**src/rtl/block_store_sequencer.sv**
```systemverilog
// Store-multiple sequencer: walks a 16-bit register list low-to-high, streaming register-file
// reads out as memory writes, then reports the written-back base. Optional: BLOCK_STORE_ABORT_EN.
module block_store_sequencer #(
  parameter int unsigned DATA_W = 32,
  parameter int unsigned STEP   = 4
) (
  input  logic              i_clk,
  input  logic              i_rst_n,
  input  logic              i_start,
  input  logic [15:0]       i_reg_list,
  input  logic [DATA_W-1:0] i_base_addr,
  input  logic [1:0]        i_mode,
  output logic [3:0]        o_rf_addr,
  input  logic [DATA_W-1:0] i_rf_data,
  output logic [DATA_W-1:0] o_mem_addr,
  output logic [DATA_W-1:0] o_mem_wdata,
  output logic              o_mem_we,
  input  logic              i_mem_ready,
  output logic              o_busy,
  output logic              o_done,
  output logic              o_wb_valid,
`ifdef BLOCK_STORE_ABORT_EN
  input  logic              i_abort,
  output logic              o_aborted,
`endif
  output logic [DATA_W-1:0] o_wb_addr
);

  typedef enum logic [1:0] {StIdle, StWrite, StDone} state_e;

  localparam logic [DATA_W-1:0] StepW = DATA_W'(STEP);

  state_e            r_state;
  logic [15:0]       r_mask;
  logic [3:0]        r_rf_addr;
  logic [DATA_W-1:0] r_mem_addr;
  logic [DATA_W-1:0] r_wb_addr;
  logic              r_mem_we;
  logic              r_busy;
  logic              r_done;
  logic              r_wb_valid;
`ifdef BLOCK_STORE_ABORT_EN
  logic              r_aborted;
`endif

  logic [4:0]        w_cnt;
  logic [DATA_W-1:0] w_span;
  logic [DATA_W-1:0] w_first_addr;
  logic [DATA_W-1:0] w_final_addr;
  logic [15:0]       w_mask_next;

  function automatic logic [3:0] f_lowest(input logic [15:0] m);
    f_lowest = '0;
    for (int i = 15; i >= 0; i--) begin
      if (m[i]) f_lowest = 4'(i);
    end
  endfunction

  always_comb begin
    w_cnt = '0;
    for (int i = 0; i < 16; i++) begin
      w_cnt = w_cnt + 5'(i_reg_list[i]);
    end
  end

  assign w_span      = DATA_W'(w_cnt) * StepW;
  // Clearing the lowest set bit retires the register just written.
  assign w_mask_next = r_mask & (r_mask - 16'd1);

  // Decrementing modes pre-compute the block bottom so words still go out in ascending order.
  always_comb begin
    w_first_addr = i_base_addr;
    unique case (i_mode)
      2'b00: w_first_addr = i_base_addr;
      2'b01: w_first_addr = i_base_addr + StepW;
      2'b10: w_first_addr = i_base_addr - w_span + StepW;
      2'b11: w_first_addr = i_base_addr - w_span;
      default: w_first_addr = i_base_addr;
    endcase
  end

  assign w_final_addr = i_mode[1] ? (i_base_addr - w_span) : (i_base_addr + w_span);

  always_ff @(posedge i_clk or negedge i_rst_n) begin
    if (!i_rst_n) begin
      r_state    <= StIdle;
      r_mask     <= '0;
      r_rf_addr  <= '0;
      r_mem_addr <= '0;
      r_wb_addr  <= '0;
      r_mem_we   <= 1'b0;
      r_busy     <= 1'b0;
      r_done     <= 1'b0;
      r_wb_valid <= 1'b0;
`ifdef BLOCK_STORE_ABORT_EN
      r_aborted  <= 1'b0;
`endif
    end else begin
      r_done     <= 1'b0;
      r_wb_valid <= 1'b0;
`ifdef BLOCK_STORE_ABORT_EN
      r_aborted  <= 1'b0;
`endif
      unique case (r_state)
        StIdle: begin
          if (i_start) begin
            r_mask     <= i_reg_list;
            r_mem_addr <= w_first_addr;
            r_wb_addr  <= w_final_addr;
            r_busy     <= 1'b1;
            if (i_reg_list != 16'd0) begin
              r_state   <= StWrite;
              r_mem_we  <= 1'b1;
              r_rf_addr <= f_lowest(i_reg_list);
            end else begin
              r_state    <= StDone;
              r_done     <= 1'b1;
              r_wb_valid <= 1'b1;
            end
          end
        end
        StWrite: begin
`ifdef BLOCK_STORE_ABORT_EN
          if (i_abort) begin
            r_state   <= StIdle;
            r_mask    <= '0;
            r_mem_we  <= 1'b0;
            r_busy    <= 1'b0;
            r_rf_addr <= '0;
            r_aborted <= 1'b1;
          end else
`endif
          if (i_mem_ready) begin
            r_mask     <= w_mask_next;
            r_mem_addr <= r_mem_addr + StepW;
            if (w_mask_next == 16'd0) begin
              r_state    <= StDone;
              r_mem_we   <= 1'b0;
              r_rf_addr  <= '0;
              r_done     <= 1'b1;
              r_wb_valid <= 1'b1;
            end else begin
              r_rf_addr <= f_lowest(w_mask_next);
            end
          end
        end
        StDone: begin
          r_state <= StIdle;
          r_busy  <= 1'b0;
        end
        default: begin
          r_state  <= StIdle;
          r_mem_we <= 1'b0;
          r_busy   <= 1'b0;
        end
      endcase
    end
  end

  assign o_rf_addr   = r_rf_addr;
  assign o_mem_addr  = r_mem_addr;
  assign o_mem_wdata = i_rf_data;
  assign o_mem_we    = r_mem_we;
  assign o_busy      = r_busy;
  assign o_done      = r_done;
  assign o_wb_valid  = r_wb_valid;
  assign o_wb_addr   = r_wb_addr;
`ifdef BLOCK_STORE_ABORT_EN
  assign o_aborted   = r_aborted;
`endif

endmodule

```
**config.mk**
```make
export PLATFORM = sky130hd
export DESIGN_NAME = block_store_sequencer
export DESIGN_NICKNAME = d
export VERILOG_FILES = /design/src/rtl/block_store_sequencer.sv
export SDC_FILE = /design/constraint.sdc
export NUM_CORES = 1
export LEC_CHECK = 0
export ABC_AREA = 1
export BUFFER_PORTS_ARGS = -buffer_cell sky130_fd_sc_hd__buf_2
export CELL_PAD_IN_SITES_DETAIL_PLACEMENT = 2
export CELL_PAD_IN_SITES_GLOBAL_PLACEMENT = 2
export CORE_UTILIZATION = 32
export DETAILED_ROUTE_END_ITERATION = 10
export GPL_TIMING_DRIVEN = 1
export PLACE_DENSITY_LB_ADDON = 0.2
export REMOVE_ABC_BUFFERS = 1
export SETUP_SLACK_MARGIN = 0.3
export SYNTH_ARGS = -nofsm -noshare
export SYNTH_HDL_FRONTEND = slang
export SYNTH_SLANG_ARGS = --single-unit
```
**constraint.sdc**
```tcl
create_clock -name i_clk -period 4.85 [get_ports i_clk]
set_clock_uncertainty 0.05 [all_clocks]
set_input_delay 0.2425 -clock i_clk [delete_from_list [all_inputs] [get_ports i_clk]]
set_output_delay 0.2425 -clock i_clk [all_outputs]
set_load 0.01 [all_outputs]
```
==> results of run 1 <==
## tightest hold or removal path: stages
cell     delay (ns)
buf_2          0.08
nand2_1        0.06
nand2_1        0.06
## power groups by stage
stage	clock [mW]	sequential, mW	combinational (mW)
2_1_floorplan	0	1.56	2.37
3_3_place_gp	0	1.48	4.20
3_5_place_dp	0	1.51	4.45
4_1_cts	0.884	1.50	4.96
5_1_grt	0.928	1.62	6.68
6_report	0.909	1.59	6.41
## final cells by class
type	count	area, sq um	share of cell area [%]
Timing Repair Buffer	361	2610	18.9
Tap cell	390	488	3.54
Clock buffer	11	253	1.83
Clock inverter	5	85.1	0.617
Multi-Input combinational cell	1204	7310	53.1
Inverter	207	803	5.83
Sequential cell	89	2230	16.2
## cells by family after synthesis
logic type	synth area share (%)
xor gates and xnor gates	2.01
DFF	23.2
buffers and inverters	13.6
adders and majority gates	5.37
and+or+nand+nor	39.5
AOI/OAI and AO/OA	16.3
## Yosys cell counts (all sizes together), types with 11 or more instances
master and count:
inv 205, nor2 208, dfrtp 89, ha 22, fa 12, nor3 25, xor2 21, o21ai 101
nand4 29, a21oi 81, a31oi 31, buf 54, clkbuf 43, o211ai 26, nor4 11, nand3 133
nand2 451
## registers in the layout, summed over array words and instances, names as in the netlist
name,cells
o_wb_addr,32
r_mask,16
o_busy,1
o_rf_addr,4
o_mem_addr,32
o_wb_valid,1
r_state,2
o_mem_we,1
## through the flow
step / setup WS [ns] / hold slack, ns / utilization, % / TNS (ns)
after floorplan: -1.98 / -0.103 / - / -78.48
after global placement: -1.10 / 0.207 / 38.7 / -39.37
after detailed placement: -1.35 / 0.214 / 38.7 / -48.34
after CTS: -0.575 / 0.0417 / 43.0 / -15.62
after global routing: -1.22 / 0.0437 / 46.6 / -37.00
final: -1.01 / 0.0362 / 46.6 / -30.10
## worst max path at each step
stage	start	end	slack (ns)
after floorplan	r_state[1]$_DFFE_PN0P_	o_mem_addr[2]$_DFFE_PN0P_	-1.98
final	i_reg_list[7]	o_mem_addr[24]$_DFFE_PN0P_	-1.01
after global routing	i_reg_list[7]	o_mem_addr[23]$_DFFE_PN0P_	-1.22
after CTS	i_reg_list[15]	o_mem_addr[29]$_DFFE_PN0P_	-0.57
after global placement	i_reg_list[0]	o_mem_addr[28]$_DFFE_PN0P_	-1.10
after detailed placement	i_reg_list[0]	o_mem_addr[31]$_DFFE_PN0P_	-1.35
## layout by cell type (no fill, tap or decap), types with 17 or more instances in the layout
master | synthesis | final
dfrtp_1 | 89 | 89
nand2_1 | 447 | 363
nor2_1 | 184 | 157
nand2_4 | 0 | 18
nand3_2 | 8 | 29
nor3_1 | 25 | 19
inv_1 | 195 | 173
buf_6 | 2 | 27
nand3_1 | 124 | 89
inv_2 | 10 | 23
nor2_2 | 19 | 17
a31oi_1 | 31 | 29
nand4_1 | 29 | 29
buf_2 | 13 | 116
buf_4 | 35 | 209
nor2_4 | 5 | 34
nand2_2 | 4 | 70
o211ai_1 | 26 | 26
a21oi_1 | 80 | 62
o21ai_0 | 87 | 74
## what timing repair did
item	4_1_cts	5_1_grt
pin swaps	71	118
hold endpoints to repair	35	0
hold buffers	1	0
endpoints found under the setup margin	55	56
resized for setup	163	214
setup buffers	42	32
## metal layers
metal  wire (microns)  global-route usage, %  vias to the layer above
met5                0                  0.321                        -
met2            33000                   63.9                      794
met3             5140                   6.42                      266
met4             3670                   13.9                        0
met1            27200                   46.9                     7096
li1                 -                      -                     5698
==> summary.md, run 1 <==
| Metric | Value |
|---|---|
| Initial core utilization | `between 30% and 40%` |
| Slew headroom | `6.33%` |
| Worst-Margin Slew | `1.39 ns` |
| Psw | `4.97 mW` |
| Htree depth | `3` |
| Share of cells above drive strength 1 | `35.6%` |
| Total congestion overflow | `0` |
| Post-layout min period | `between 5 and 6 ns` |
| Crit Reg-Reg Startpoint | `r_state[1]$_DFFE_PN0P_` |
| Critical path class | `in2reg` |
| FP Rows | `63` |
| Cts bufs inserted | `9` |
| Final instance area | `13800 sq um` |
| Crit path required time | `5.08 ns` |
| Crit-path leading delay family | `adder cells` |
| Dpl hpwl | `36100 microns` |
| R2R Path End | `o_mem_addr[12]$_DFFE_PN0P_` |
| GRT Total Usage | `37.4%` |
| Placed inst area | `roughly 11000 sq um` |
| Worst setup EP type | `register` |
| WP buf/inv | `8` |
| Via-per-instance ratio | `6.11` |
| Final setup vio count | `52` |
| Area contributors post-synth | `dfrtp_1 (23%), nand2_1 (17%), inv_1 (7.6%)` |
| Worst-path maximum fanout | `5` |
| Via count | `13854` |
| Ant diodes | `0` |
| R2r worst-path depth | `12` |
| Area growth from synthesis to layout | `43.6%` |
| Layout Nets | `1992` |
| Syn_area_per_cell | `~6 sq um` |
| Critical-path top delay cell | `fa_1` |
| Die area | `about 31000 sq um` |
| Post-synth top area cell | `dfrtp_1` |
| Post-Syn Area | `9600 sq um` |
| Switching Fraction | `55.8%` |
| Drt first-iter violations | `between 1000 and 1500` |
| Largest net degree at the start of global routing | `60` |
| Worst EP arrival | `6.09 ns` |
| Flop2flop setup slack | `1.02 ns` |
| Synth unique cells | `51` |
| Initial antenna violation count | `0` |
| Die Ht | `roughly 180 microns` |
| Hold Path Class | `in2reg` |
| Comb power frac | `71.9%` |
| DIE WIDTH | `175 microns` |
| Vias in the first global route | `between 10000 and 15000` |
| Detail Route Antenna Nets | `0` |
| DRT Pass-1 Iters | `5` |
| CTS tree | `built` |
| Pwr dens | `646 nW/um^2` |
| Final hold violations | `0` |
| Number of cells on the critical path | `33` |
| Number of I/O pins | `190` |
| LEAKAGE | `roughly 6.6 nW` |
| Unrepaired setup endpoints after global routing | `true` |
| EDFF count, synth | `0` |
| Failing checks | `setup timing` |
| Core Region | `a little under 30000 sq um` |
| Final Non-Filler Cells | `2267` |
| Share of flip-flops with an asynchronous set or reset | `100%` |
| Sequential Power Share | `17.8%` |
| Synth warn | `0` |
| Synth Flop Type | `dfrtp_1` |
| Startpoint types | `input pin` |
| Max Slew Vio Count | `0` |
| Clk sink count | `89` |
| Clock Power Share | `10.2%` |
| DRC | `0` |
| Clock Latency Late Sink | `~0.4 ns` |
| Hold path depth | `3` |
| Pint | `roughly 4 mW` |
| Flop and latch count out of synthesis | `89` |
| Worst VDD drop | `approximately 570 uV` |
| WL/cell | `about 30 microns` |
| Root Buffer | `clkbuf_16` |
| CP most frequent cell | `nand2_2` |
| Max_cap viols | `0` |
| Final period util | `121%` |
| Fill count | `3569` |
| CP max stage delay | `0.60 ns` |
| Synth top area share | `between 20% and 30%` |
| First-pass GRT wire length | `just under 90000 microns` |
| CTS max path bufs | `2` |
| Sequential share of the synthesized area | `23.2%` |
| Final Power | `8.91 mW` |
| Dpl cells | `2176` |
| Clk slew on worst S/H paths | `0.07 ns` |
| Routed WL | `69000 microns` |
| F_max | `171 MHz` |
| I/O Buffers | `125` |
| GP Congestion | `0.882` |
| Cells after Synth | `1597` |
| Hold path start | `i_base_addr[1]` |
| Outcome | `complete, but fails checks` |
| Worst Slack Setup Final | `-1.01 ns` |
| Hold Path End | `o_mem_addr[1]$_DFFE_PN0P_` |
Note: power is estimated with default switching activity, not from simulation.
==> inputs of run 2 (changes only) <==
RECOVER_POWER = 100   (was not set)
==> run 2 against run 1 <==
Compared with the run above:
- the run ends with capacitance limit, slew limit, setup timing left
- global-route usage unchanged
- design area down 0.76%
- sequential power about the same
- critical path type unchanged
- largest cell class unchanged
- largest power group unchanged
- highest routed layer unchanged
==> summary.md, run 2 (same netlist as run 1, synthesis figures left out) <==
| Metric | Value |
|---|---|
| Worst Slack Setup Final | `-1.00 ns (+0.00501 ns)` |
| F_max | `171 MHz (about the same)` |
| Commonest non-fill, non-tap cell in the layout | `nand2_1` |
| Post-layout min period | `5.85 ns (-0.00501 ns)` |
| Largest net degree at the start of global routing | `60 (unchanged)` |
| LEAKAGE | `6.41 nW (-3.2%)` |
| Worst VDD drop | `568 uV (-0.21%)` |
| Ant diodes | `0 (unchanged)` |
| Final instance area | `13700 sq um (-0.76%)` |
| Commonest non-fill, non-tap cells in the layout | `nand2_1 (363), buf_4 (206), inv_1 (173), nor2_1 (159)` |
| Final hold violations | `0 (unchanged)` |
| Pwr dens | `646 nW/um^2 (about the same)` |
| Worst EP arrival | `6.12 ns (+0.03 ns)` |
| Cts bufs inserted | `9 (unchanged)` |
| DRC | `0 (unchanged)` |
| Final setup vio count | `52 (unchanged)` |
| Clock Latency Late Sink | `0.40 ns (about the same)` |
| Clk sink count | `89 (unchanged)` |
| Detail Route Antenna Nets | `0 (unchanged)` |
| Number of I/O pins | `190 (unchanged)` |
| Htree depth | `3 (unchanged)` |
| Crit path required time | `5.12 ns (+0.04 ns)` |
| Startpoint types | `input pin` |
| Unrepaired setup endpoints after global routing | `true` |
| CP most frequent cell | `fa_2` |
| WL/cell | `30.4 microns (about the same)` |
| Dpl hpwl | `36100 microns (unchanged)` |
| Initial core utilization | `32.5% (unchanged)` |
| Critical path class | `in2reg` |
| Area growth from synthesis to layout | `42.5%` |
| Setup TNS | `-30.34 ns (-0.232 ns)` |
| Critical-path top delay cell | `fa_2` |
| Via-per-instance ratio | `6.14 (+0.45%)` |
| Clk slew on worst S/H paths | `0.09 ns (+0.02 ns)` |
| Initial antenna violation count | `0 (unchanged)` |
| Hold Path Class | `in2reg` |
| GRT Total Usage | `37.4% (unchanged)` |
| Final core utilization | `46.3% (-0.36 points)` |
| DIE WIDTH | `175 microns (unchanged)` |
| Drt first-iter violations | `1230 (+7.0%)` |
| Share of cells above drive strength 1 | `31.5% (-4.1 points)` |
| Via count | `13917 (+0.45%)` |
| First-pass GRT wire length | `87700 microns (unchanged)` |
| DRT Pass-1 Iters | `6 (+1)` |
| Max Slew Vio Count | `121 (+121)` |
| Die Ht | `175 microns (unchanged)` |
| CTS max path bufs | `2 (unchanged)` |
| FP Rows | `63 (unchanged)` |
| Die area | `30700 sq um (unchanged)` |
| Root Buffer | `clkbuf_16` |
| I/O Buffers | `125 (unchanged)` |
| Outcome | `complete, but fails checks` |
| Vias in the first global route | `14342 (unchanged)` |
| GP Congestion | `0.882 (unchanged)` |
| Worst-path maximum fanout | `6 (+1)` |
| Placed inst area | `11400 sq um (unchanged)` |
| Routed WL | `69000 microns (about the same)` |
| CP max stage delay | `0.61 ns (about the same)` |
| Flop2flop setup slack | `0.62 ns (-0.40 ns)` |
| Failing checks | `capacitance limit, slew limit, setup timing` |
| Core Region | `29600 sq um (unchanged)` |
| Worst-Margin Slew | `2.50 ns (+1.11 ns)` |
| Slew headroom | `-67.0% (-73 points)` |
| Max_cap viols | `3 (+3)` |
| Total congestion overflow | `0 (unchanged)` |
| Final period util | `121% (about the same)` |
| Layout Nets | `1992 (unchanged)` |
| Worst setup EP type | `register` |
| CTS tree | `built` |
run 2: where the power goes:
group | internal, mW | switching [mW] | leakage, nW
sequential | 1.13 | 0.469 | 1.04
clock | 0.486 | 0.426 | 0.163
combinational | 2.24 | 4.09 | 5.20
run 2: metal layers:
| metal | track usage (%) | up-vias | wire [microns] |
|---|---|---|---|
| met1 | 46.9 | 7131 | 27500 |
| li1 | - | 5695 | - |
| met5 | 0.321 | - | 0 |
| met4 | 13.9 | 0 | 3810 |
| met3 | 6.42 | 285 | 4860 |
| met2 | 63.9 | 806 | 32900 |
run 2: worst paths after layout:
path,end,start,cells after the start
max,o_mem_addr[23]$_DFFE_PN0P_,i_reg_list[1],31
min,o_mem_addr[1]$_DFFE_PN0P_,i_base_addr[1],3
max reg2reg,o_wb_addr[3]$_DFFE_PN0P_,r_state[1]$_DFFE_PN0P_,8
min reg2reg,o_mem_addr[1]$_DFFE_PN0P_,o_mem_addr[1]$_DFFE_PN0P_,2
max in group asynchronous,o_mem_addr[26]$_DFFE_PN0P_,i_rst_n,3
min in group asynchronous,o_mem_addr[4]$_DFFE_PN0P_,i_rst_n,2
run 2: cell type report:
type,instances,area (sq um)
clock buffers,11,253
clock inverters,5,85.1
fillers,3608,15900
inverters,207,803
multi-input cells,1204,7310
flip-flops and latches,89,2230
well taps,390,488
repair buffers,361,2510
run 2: critical path: cells and delay by family:
kind / cells / cell delay [ns]
fa+ha+maj: 7 / 2.74
buf+inv: 9 / 1.02
compound gates: 3 / 0.50
simple gates: 12 / 1.60
run 2: repair_timing:
action	CTS	global route
gates resized for setup	163	214
endpoints found under the hold margin	35	0
setup endpoints to repair	55	56
hold buffers	1	0
pin swaps	71	118
setup buffers	42	32
run 2: through the flow:
stage | cells | power [mW] | hold slack, ns | worst slack, ns
finish | 2267 | 8.84 | 0.0369 | -1.00
global route | 2267 | 9.15 | 0.0437 | -1.22
CTS | 2235 | 7.34 | 0.0417 | -0.575
detailed placement | 2176 | 5.96 | 0.214 | -1.35
global placement | 2176 | 5.68 | 0.207 | -1.10
floorplan | 1500 | 3.92 | -0.103 | -1.98
